$ cat src/rtl/bot_sysreg_if.sv
// bot_sysreg_if: bridge between the Rojobot system registers and the
// Application PicoBlaze I/O port space.
//  - Each rising edge of upd_sysregs captures a coherent snapshot of the six
//    bot registers and raises an interrupt that is held until acknowledged.
//  - A second update while the interrupt is still pending counts as an overrun.
//  - The block owns the motor-control register that feeds the bot's MotCtl_in.
// Optional build macro: BOT_IF_UPDCNT_EN adds a wrapping total-event counter
// at offset 8. When it is not defined, offset 8 reads 8'h00 and writes to it
// are ignored.
module bot_sysreg_if #(
    parameter logic [7:0] PORT_BASE = 8'h00,  // must be 16-aligned; low nibble is ignored
    parameter bit         OVR_SAT   = 1'b1    // 1: overrun count sticks at FF, 0: it wraps
) (
    input  logic       clk,
    input  logic       reset,
    input  logic [7:0] LocX_reg,
    input  logic [7:0] LocY_reg,
    input  logic [7:0] Sensors_reg,
    input  logic [7:0] BotInfo_reg,
    input  logic [7:0] LMDist_reg,
    input  logic [7:0] RMDist_reg,
    input  logic       upd_sysregs,
    output logic [7:0] MotCtl_out,
    input  logic [7:0] port_id,
    input  logic [7:0] out_port,
    input  logic       write_strobe,
    input  logic       read_strobe,
    output logic [7:0] in_port,
    output logic       interrupt,
    input  logic       interrupt_ack
);

    localparam int NUM_REGS = 6;

    localparam logic [3:0] OFF_MOTCTL = 4'h0;
    localparam logic [3:0] OFF_OVR    = 4'h6;
    localparam logic [3:0] OFF_STATUS = 4'h7;
    localparam logic [3:0] OFF_UPDCNT = 4'h8;

    typedef enum logic {
        IDLE = 1'b0,
        PEND = 1'b1
    } state_t;

    state_t state_reg, state_next;

    logic                      upd_d_reg;
    logic                      upd_event;
    logic                      ovr_inc;
    logic [7:0]                ovr_cnt_reg;
    logic [7:0]                motctl_reg;
    logic [7:0]                in_port_reg;
    logic [7:0]                rd_data;
    logic                      in_block;
    logic [3:0]                offset;
    logic                      wr_en;
    logic [NUM_REGS-1:0][7:0]  live_bus;
    logic [NUM_REGS-1:0][7:0]  shadow_bus;

    // Reads never have side effects, so the read strobe carries no information.
    logic unused_read_strobe;
    assign unused_read_strobe = read_strobe;

    // Address decode: upper nibble selects the block, lower nibble the register.
    assign in_block = (port_id[7:4] == PORT_BASE[7:4]);
    assign offset   = port_id[3:0];
    assign wr_en    = write_strobe & in_block;

    // Element 0 is LocX ... element 5 is RMDist, matching read offsets 0..5.
    assign live_bus = {RMDist_reg, LMDist_reg, BotInfo_reg,
                       Sensors_reg, LocY_reg, LocX_reg};

    // Edge detector on the update flag. The delayed copy follows the flag even
    // while reset is held, so a flag that is already high when reset releases
    // is not seen as a new update.
    always_ff @(posedge clk) begin
        upd_d_reg <= upd_sysregs;
    end

    assign upd_event = upd_sysregs & ~upd_d_reg;

    // Shadow registers: all six load together on the event edge, in any state,
    // so the CPU always sees one coherent sample.
    generate
        for (genvar gi = 0; gi < NUM_REGS; gi++) begin : g_shadow
            logic [7:0] shadow_reg;

            // Capture one live bot register on each update event.
            always_ff @(posedge clk) begin
                if (reset) begin
                    shadow_reg <= 8'h00;
                end else if (upd_event) begin
                    shadow_reg <= live_bus[gi];
                end
            end

            assign shadow_bus[gi] = shadow_reg;
        end
    endgenerate

    // Interrupt FSM state register.
    always_ff @(posedge clk) begin
        if (reset) begin
            state_reg <= IDLE;
        end else begin
            state_reg <= state_next;
        end
    end

    // Interrupt FSM next state; an event arriving together with the ack is a
    // fresh request, so it keeps PEND without being counted as an overrun.
    always_comb begin
        state_next = state_reg;
        ovr_inc    = 1'b0;
        case (state_reg)
            IDLE: begin
                if (upd_event) begin
                    state_next = PEND;
                end
            end
            PEND: begin
                if (upd_event && !interrupt_ack) begin
                    ovr_inc = 1'b1;
                end else if (interrupt_ack && !upd_event) begin
                    state_next = IDLE;
                end
            end
            default: begin
                state_next = IDLE;
            end
        endcase
    end

    assign interrupt = (state_reg == PEND);

    // Overrun counter: a CPU clear takes priority over a same-cycle increment.
    always_ff @(posedge clk) begin
        if (reset) begin
            ovr_cnt_reg <= 8'h00;
        end else if (wr_en && (offset == OFF_OVR)) begin
            ovr_cnt_reg <= 8'h00;
        end else if (ovr_inc && !(OVR_SAT && (ovr_cnt_reg == 8'hFF))) begin
            ovr_cnt_reg <= ovr_cnt_reg + 8'h01;
        end
    end

    // Motor-control register written by the CPU.
    always_ff @(posedge clk) begin
        if (reset) begin
            motctl_reg <= 8'h00;
        end else if (wr_en && (offset == OFF_MOTCTL)) begin
            motctl_reg <= out_port;
        end
    end

    assign MotCtl_out = motctl_reg;

`ifdef BOT_IF_UPDCNT_EN
    logic [7:0] upd_cnt_reg;

    // Total-event counter: wraps freely, CPU clear wins over an increment.
    always_ff @(posedge clk) begin
        if (reset) begin
            upd_cnt_reg <= 8'h00;
        end else if (wr_en && (offset == OFF_UPDCNT)) begin
            upd_cnt_reg <= 8'h00;
        end else if (upd_event) begin
            upd_cnt_reg <= upd_cnt_reg + 8'h01;
        end
    end
`endif

    // Read mux: unmapped offsets and addresses outside the block return zero.
    always_comb begin
        rd_data = 8'h00;
        if (in_block) begin
            case (offset)
                4'h0:       rd_data = shadow_bus[0];
                4'h1:       rd_data = shadow_bus[1];
                4'h2:       rd_data = shadow_bus[2];
                4'h3:       rd_data = shadow_bus[3];
                4'h4:       rd_data = shadow_bus[4];
                4'h5:       rd_data = shadow_bus[5];
                OFF_OVR:    rd_data = ovr_cnt_reg;
                OFF_STATUS: rd_data = {6'b000000, upd_d_reg, (state_reg == PEND)};
`ifdef BOT_IF_UPDCNT_EN
                OFF_UPDCNT: rd_data = upd_cnt_reg;
`endif
                default:    rd_data = 8'h00;
            endcase
        end
    end

    // Read data is registered every cycle; the CPU holds port_id for two
    // cycles, so one cycle of latency is invisible to it.
    always_ff @(posedge clk) begin
        if (reset) begin
            in_port_reg <= 8'h00;
        end else begin
            in_port_reg <= rd_data;
        end
    end

    assign in_port = in_port_reg;

endmodule

$ cat config.mk
export PLATFORM = sky130hd
export DESIGN_NAME = bot_sysreg_if
export DESIGN_NICKNAME = d
export VERILOG_FILES = /design/src/rtl/bot_sysreg_if.sv
export SDC_FILE = /design/constraint.sdc
export NUM_CORES = 1
export LEC_CHECK = 0
export ABC_AREA = 1
export CAP_MARGIN = 40
export CORE_MARGIN = 5
export CORE_UTILIZATION = 48
export CTS_BUF_LIST = sky130_fd_sc_hd__clkbuf_16
export CTS_CLUSTER_DIAMETER = 150
export DETAILED_ROUTE_END_ITERATION = 8
export HOLD_SLACK_MARGIN = 0.12
export PLACE_DENSITY_LB_ADDON = 0.1
export SYNTH_ARGS = -nofsm -noshare
export SYNTH_HDL_FRONTEND = slang
export SYNTH_SLANG_ARGS = --single-unit
export TNS_END_PERCENT = 30
$ cat constraint.sdc
create_clock -name clk -period 1.5 [get_ports clk]
set_input_delay 0.225 -clock clk [delete_from_list [all_inputs] [get_ports clk]]
set_output_delay 0.225 -clock clk [all_outputs]
set_load 0.05 [all_outputs]
==> results of run 1 <==
==> cells in the final DEF, fill, tap and decap left out, types with 6 or more instances in the layout <==
master / instances
buf_12: 8
nor2_1: 130
clkbuf_16: 9
buf_4: 40
a21oi_1: 18
nand2_1: 53
nor3_1: 10
clkdlybuf4s50_1: 67
inv_1: 16
nor2_4: 6
dfxtp_1: 74
nand3_1: 56
o21ai_0: 56
==> metal layers <==
metal	wire (um)	vias to the layer above	track usage, %	share of wire, %
met1	3900	1503	27.2	44
met2	4290	89	36.6	49
met4	127	0	8.29	1.4
li1	-	1715	-	-
met5	0	-	0	0
met3	487	11	3.94	5.5
==> kinds of logic (layout without fill, tap and decap cells) <==
family                   count (synthesis)  after routing  share of synthesized area [%]
AND/OR/NAND/NOR                        266            266                           35.8
flip-flops                              74             74                           45.6
XOR/XNOR                                 2              2                          0.539
buffers and inverters                   42            151                           5.78
adder cells (fa/ha/maj)                  1              1                          0.385
AO/OA/AOI/OAI                           75             75                           11.9
==> worst paths after layout <==
kind	cells after the start	end	start	slack, ns
min reg2reg	2	g_shadow[3].shadow_reg[2]	g_shadow[3].shadow_reg[2]	0.47
min	1	upd_d_reg	upd_sysregs	0.41
max reg2reg	8	ovr_cnt_reg[2]	ovr_cnt_reg[0]	0.16
max	7	in_port[3]	port_id[3]	0.12
==> cells in the mapped netlist (all sizes together) <==
master,instances,area share (%)
nor2,139,18
a21oi,18,2.8
dfxtp,74,46
inv,18,2.1
nand4,2,0.39
o21ai,57,9.1
nand3,57,8.9
nand2,58,7.3
xor2,2,0.54
nor3,10,1.5
clkbuf,10,1.2
ha,1,0.39
clkinv,1,0.12
buf,13,2.4
==> through the flow <==
step	utilization [%]	cell area [um2]	cells	hold WS [ns]	worst slack (ns)
6_report	70.6	4720	649	0.415	0.122
5_1_grt	70.6	4720	649	0.412	-0.0179
4_1_cts	70.4	4700	648	0.408	0.0874
3_5_place_dp	65.3	4370	632	0.458	-0.250
3_3_place_gp	65.3	4370	632	0.441	-0.241
2_1_floorplan	-	3250	460	0.253	0.0933
==> power by group <==
group / total [W] / leakage, nW / switching [W] / internal (W)
clock: 0.00240 / 0.170 / 0.000790 / 0.00161
combinational: 0.000564 / 1.23 / 0.000260 / 0.000305
sequential: 0.00211 / 0.606 / 0.0000494 / 0.00206
==> repair_timing <==
item | in CTS | in global routing
hold endpoints to repair | 0 | 0
buffers inserted | 0 | 1
setup endpoints to repair | 0 | 7
resized for setup | 0 | 3
==> layout make-up <==
cell class / instances / area (um2)
fillers: 570 / 1970
multi-input cells: 344 / 1580
flip-flops and latches: 74 / 1480
repair buffers: 116 / 1140
clock buffers: 9 / 225
clock inverters: 7 / 110
well taps: 80 / 100
inverters: 19 / 71.3
==> critical path: cells and delay by family <==
kind            cells  cell delay, ns
compound gates      1            0.18
buf+inv             2            0.73
simple gates        4            0.50
==> results.txt, run 1 <==
status = finished, final reports clean
Setup violations, final = 0
Post-Syn Instances = 460
Crit Path Category = in -> reg
Fmax = 725 MHz
Initial Utilization = 48.6%
Mapped Nets = 531
sequential cell area fraction in the yosys report = 45.6%
Iter 0 DRT Violations = 175
CTS tree = done
fraction of layout cells with a size suffix above 1 = 14.2%
core footprint = 0.00668 mm2
# port buffers = 85
DR vias = 3318
Wirelength per Cell = 13.6 um
worst stage delay on the critical path = 0.53 ns
CTS H-tree depth = 3
clk_lat worst skew = 0.33 ns
Worst-Margin Slew = 0.368 ns
initial antenna violation count = 0
CTS clk-pin slew, worst paths = 0.06 ns
Worst setup EP type = register
largest net degree at the start of global routing = 35
max-slew violation count = 0
Ports = 87
CTS Sinks = 74
cts hold-fix bufs = 0
chip height = 92.3 um
Seq cells post-synth = 74
global-route wire length before repair = 14700 um
area grow syn2layout = 45.2%
Min Clock Period, post-route = 1.38 ns
Req. time, crit path = 1.75 ns
CTS root buf = clkbuf_16
Post-route DRC = 0
Power Total = 0.00507 W
DRT antenna net count = 0
Fin. Hold Viols = 0
period utilization = 91.9%
Worst VDD drop = 0.762 mV
CP startpoint kind = primary input
clock skew = 0.00628 ns
Yosys warning count = 0
Max FO, Critical Path = 32
gr ovfl total = 0
worst-path cell chain = clkdlybuf4s50_1, nor2_4, buf_12, nand3_1, nand2_1, nor2_1, a21oi_1
Die ar. = 0.00851 mm2
drt pass-1 iters = 4
Max Cap Viol = 0
CTS Buf Count = 9
vias in the first global route = 3212
LEAKAGE = 2.01 nW
Setup TNS Final = 0 ns
max reg flops = 48
Cell Pwr Density = 1070 mW/mm2
Max Buffers Root-to-Sink = 2
Tot GR Track Use = 21.6%
number of vias per cell = 5.11
Yosys cell types = 24
site row count = 30
Post-Syn Area = 0.00325 mm2
final WL = 8800 um
type of the tightest min-delay check = in -> reg
GPL Wtd Cong = 0.871
relative slew slack = 75.2%
Nets = 635
Die Width = 92.3 um
Worst path slowest cell = clkdlybuf4s50_1
critical path arrival = 1.63 ns
HPWL after DPL = 6540 um
# diodes = 0
RSZ-0062 raised after global routing = yes
Syn Area/Cell = 7.06 um2
Note: power is estimated with default switching activity, not from simulation.
==> run 2: changes to the inputs <==
--- a/config.mk
+++ b/config.mk
@@ -14,6 +14,7 @@
 export DETAILED_ROUTE_END_ITERATION = 8
 export HOLD_SLACK_MARGIN = 0.12
 export PLACE_DENSITY_LB_ADDON = 0.1
+export RECOVER_POWER = 50
 export SYNTH_ARGS = -nofsm -noshare
 export SYNTH_HDL_FRONTEND = slang
 export SYNTH_SLANG_ARGS = --single-unit
==> run 2 against run 1 <==
  * Sequential power about the same
  * Largest power group unchanged
  * Critical path type unchanged
  * Combinational power decreased by 3%
  * Sequential cell count unchanged
  * Via count about the same
  * Register-to-register slack about the same
  * Final cell count unchanged
  * Wire length decreased by 0.25%
  * Largest cell class unchanged
  * Setup slack improved by 0.021 ns
  * Total power decreased by 0.24%
  * Worst hold slack improved by 0.053 ns
  * Design area decreased by 1.7%
==> results.txt, run 2 (synthesis gave the netlist of run 1 again) <==
Design Area, Final = 0.00464 mm2 (-1.7%)
Crit Path Category = in -> reg
area grow syn2layout = 42.8%
max-slew violation count = 0 (unchanged)
final core occ = 69.4% (-1.2 points)
Fmax = 737 MHz (+1.5%)
core footprint = 0.00668 mm2 (unchanged)
global-route wire length before repair = 14700 um (unchanged)
relative slew slack = 60.5% (-15 points)
type of the tightest min-delay check = reg -> reg
Max Cap Viol = 0 (unchanged)
RSZ-0062 raised after global routing = yes
clock skew = 0.00727 ns (+0.000989 ns)
vias in the first global route = 3212 (unchanged)
Initial Utilization = 48.6% (unchanged)
drt pass-1 iters = 4 (unchanged)
CTS H-tree depth = 3 (unchanged)
largest net degree at the start of global routing = 35 (unchanged)
reg-to-reg setup timing slack = 0.16 ns (about the same)
Worst VDD drop = 0.764 mV (+0.18%)
Setup violations, final = 0 (unchanged)
# port buffers = 85 (unchanged)
Max Buffers Root-to-Sink = 2 (unchanged)
final WL = 8780 um (-0.25%)
Power Total = 0.00506 W (-0.24%)
status = finished, final reports clean
Fill cells = 586 (+2.8%)
clk_lat worst skew = 0.33 ns (about the same)
CP startpoint kind = primary input
chip height = 92.3 um (unchanged)
area of the multi-input gates = 0.00158 mm2 (unchanged)
commonest non-fill, non-tap cells in the layout = nor2_1 (130), dfxtp_1 (74), clkdlybuf4s50_1 (66), o21ai_0 (56), nand3_1 (56)
DRT antenna net count = 0 (unchanged)
flip-flop and latch area = 0.00148 mm2 (unchanged)
Hold WS = 0.468 ns (+0.0532 ns)
critical path arrival = 1.62 ns (about the same)
number of vias per cell = 5.11 (about the same)
CTS root buf = clkbuf_16
Setup TNS Final = 0 ns (unchanged)
LEAKAGE = 1.99 nW (-0.92%)
Max FO, Critical Path = 21 (-34%)
initial antenna violation count = 0 (unchanged)
CTS Sinks = 74 (unchanged)
HPWL after DPL = 6540 um (unchanged)
max reg flops = 48 (unchanged)
GPL Wtd Cong = 0.871 (unchanged)
CTS clk-pin slew, worst paths = 0.06 ns (about the same)
WHS Path Cells = 2 (+1)
commonest non-fill, non-tap cell in the layout = nor2_1
Ports = 87 (unchanged)
Die ar. = 0.00851 mm2 (unchanged)
fraction of layout cells with a size suffix above 1 = 13.4% (-0.88 points)
Iter 0 DRT Violations = 167 (-4.6%)
Min Clock Period, post-route = 1.36 ns (-0.0208 ns)
DP Area = 0.00437 mm2 (unchanged)
gr ovfl total = 0 (unchanged)
CTS tree = done
Die Width = 92.3 um (unchanged)
R2R depth = 8 (unchanged)
Cell Pwr Density = 1090 mW/mm2 (+1.5%)
Tot GR Track Use = 21.6% (unchanged)
Nets = 635 (unchanged)
Post-route DRC = 0 (unchanged)
Worst-Margin Slew = 0.595 ns (+0.228 ns)
cts hold-fix bufs = 0 (unchanged)
Fin. Hold Viols = 0 (unchanged)
Worst setup EP type = register
period utilization = 90.5% (-1.4 points)
CTS Buf Count = 9 (unchanged)
Wirelength per Cell = 13.5 um (-0.25%)
site row count = 30 (unchanged)
# diodes = 0 (unchanged)
DR vias = 3316 (-0.060%)
Req. time, crit path = 1.76 ns (about the same)
## run 2: changes by cell type in the layout (fill, tap and decap cells not counted), sizes merged
cell	change
dlymetal6s2s	+1
clkdlybuf4s50	-1
buf	-18
dlygate4sd3	+1
clkbuf	+17
## run 2: final timing paths
path                             start                         to
min reg2reg  g_shadow[3].shadow_reg[2]  g_shadow[3].shadow_reg[2]
max reg2reg             ovr_cnt_reg[0]             ovr_cnt_reg[2]
max                        upd_sysregs  g_shadow[3].shadow_reg[7]
min          g_shadow[3].shadow_reg[2]  g_shadow[3].shadow_reg[2]
## run 2: timing repair
action                                 in CTS  in global routing
gates resized for setup                     0                  3
setup buffers                               0                  1
endpoints found under the hold margin       0                  0
setup endpoints to repair                   0                  7
## run 2: critical path, cell delays in order
cell and delay (ns):
dlygate4sd3_1 0.56, nand2_2 0.15, inv_1 0.11, buf_2 0.36, nor2_1 0.09, nor2_1 0.12
## run 2: area by class of cell
| cell class | count | share of cell area (%) |
|---|---|---|
| Tap cell | 80 | 2.16 |
| Multi-Input combinational cell | 344 | 34.2 |
| Sequential cell | 74 | 31.9 |
| Timing Repair Buffer | 116 | 23.0 |
| Clock inverter | 7 | 2.37 |
| Clock buffer | 9 | 4.86 |
| Inverter | 19 | 1.54 |
## run 2: where the power goes
group | internal, W | switching, W | total [W]
Sequential | 0.00206 | 0.0000484 | 0.00210
Combinational | 0.000292 | 0.000257 | 0.000549
Clock | 0.00161 | 0.000794 | 0.00240
Total | 0.00396 | 0.00110 | 0.00506
## run 2: per-stage QoR
| step | std cells | worst slack [ns] |
|---|---|---|
| after global routing | 649 | -0.0179 |
| final | 649 | 0.142 |
| after global placement | 632 | -0.241 |
| after floorplan | 460 | 0.0933 |
| after detailed placement | 632 | -0.250 |
| after CTS | 648 | 0.0874 |
## run 2: layer usage
layer / GRT usage (%) / up-vias / wire [um]
li1: - / 1711 / -
met1: 27.2 / 1506 / 3870
met2: 36.6 / 88 / 4290
met3: 3.94 / 11 / 495
met4: 8.29 / 0 / 125
met5: 0 / - / 0
==> run 3: changes to the inputs <==
--- a/config.mk
+++ b/config.mk
@@ -15,6 +15,7 @@
 export HOLD_SLACK_MARGIN = 0.12
 export PLACE_DENSITY_LB_ADDON = 0.1
 export RECOVER_POWER = 50
+export SKIP_CTS_REPAIR_TIMING = 1
 export SYNTH_ARGS = -nofsm -noshare
 export SYNTH_HDL_FRONTEND = slang
 export SYNTH_SLANG_ARGS = --single-unit
==> results of run 3 <==
Same layout as run 2: the final DEF is identical, and so are final timing and power.
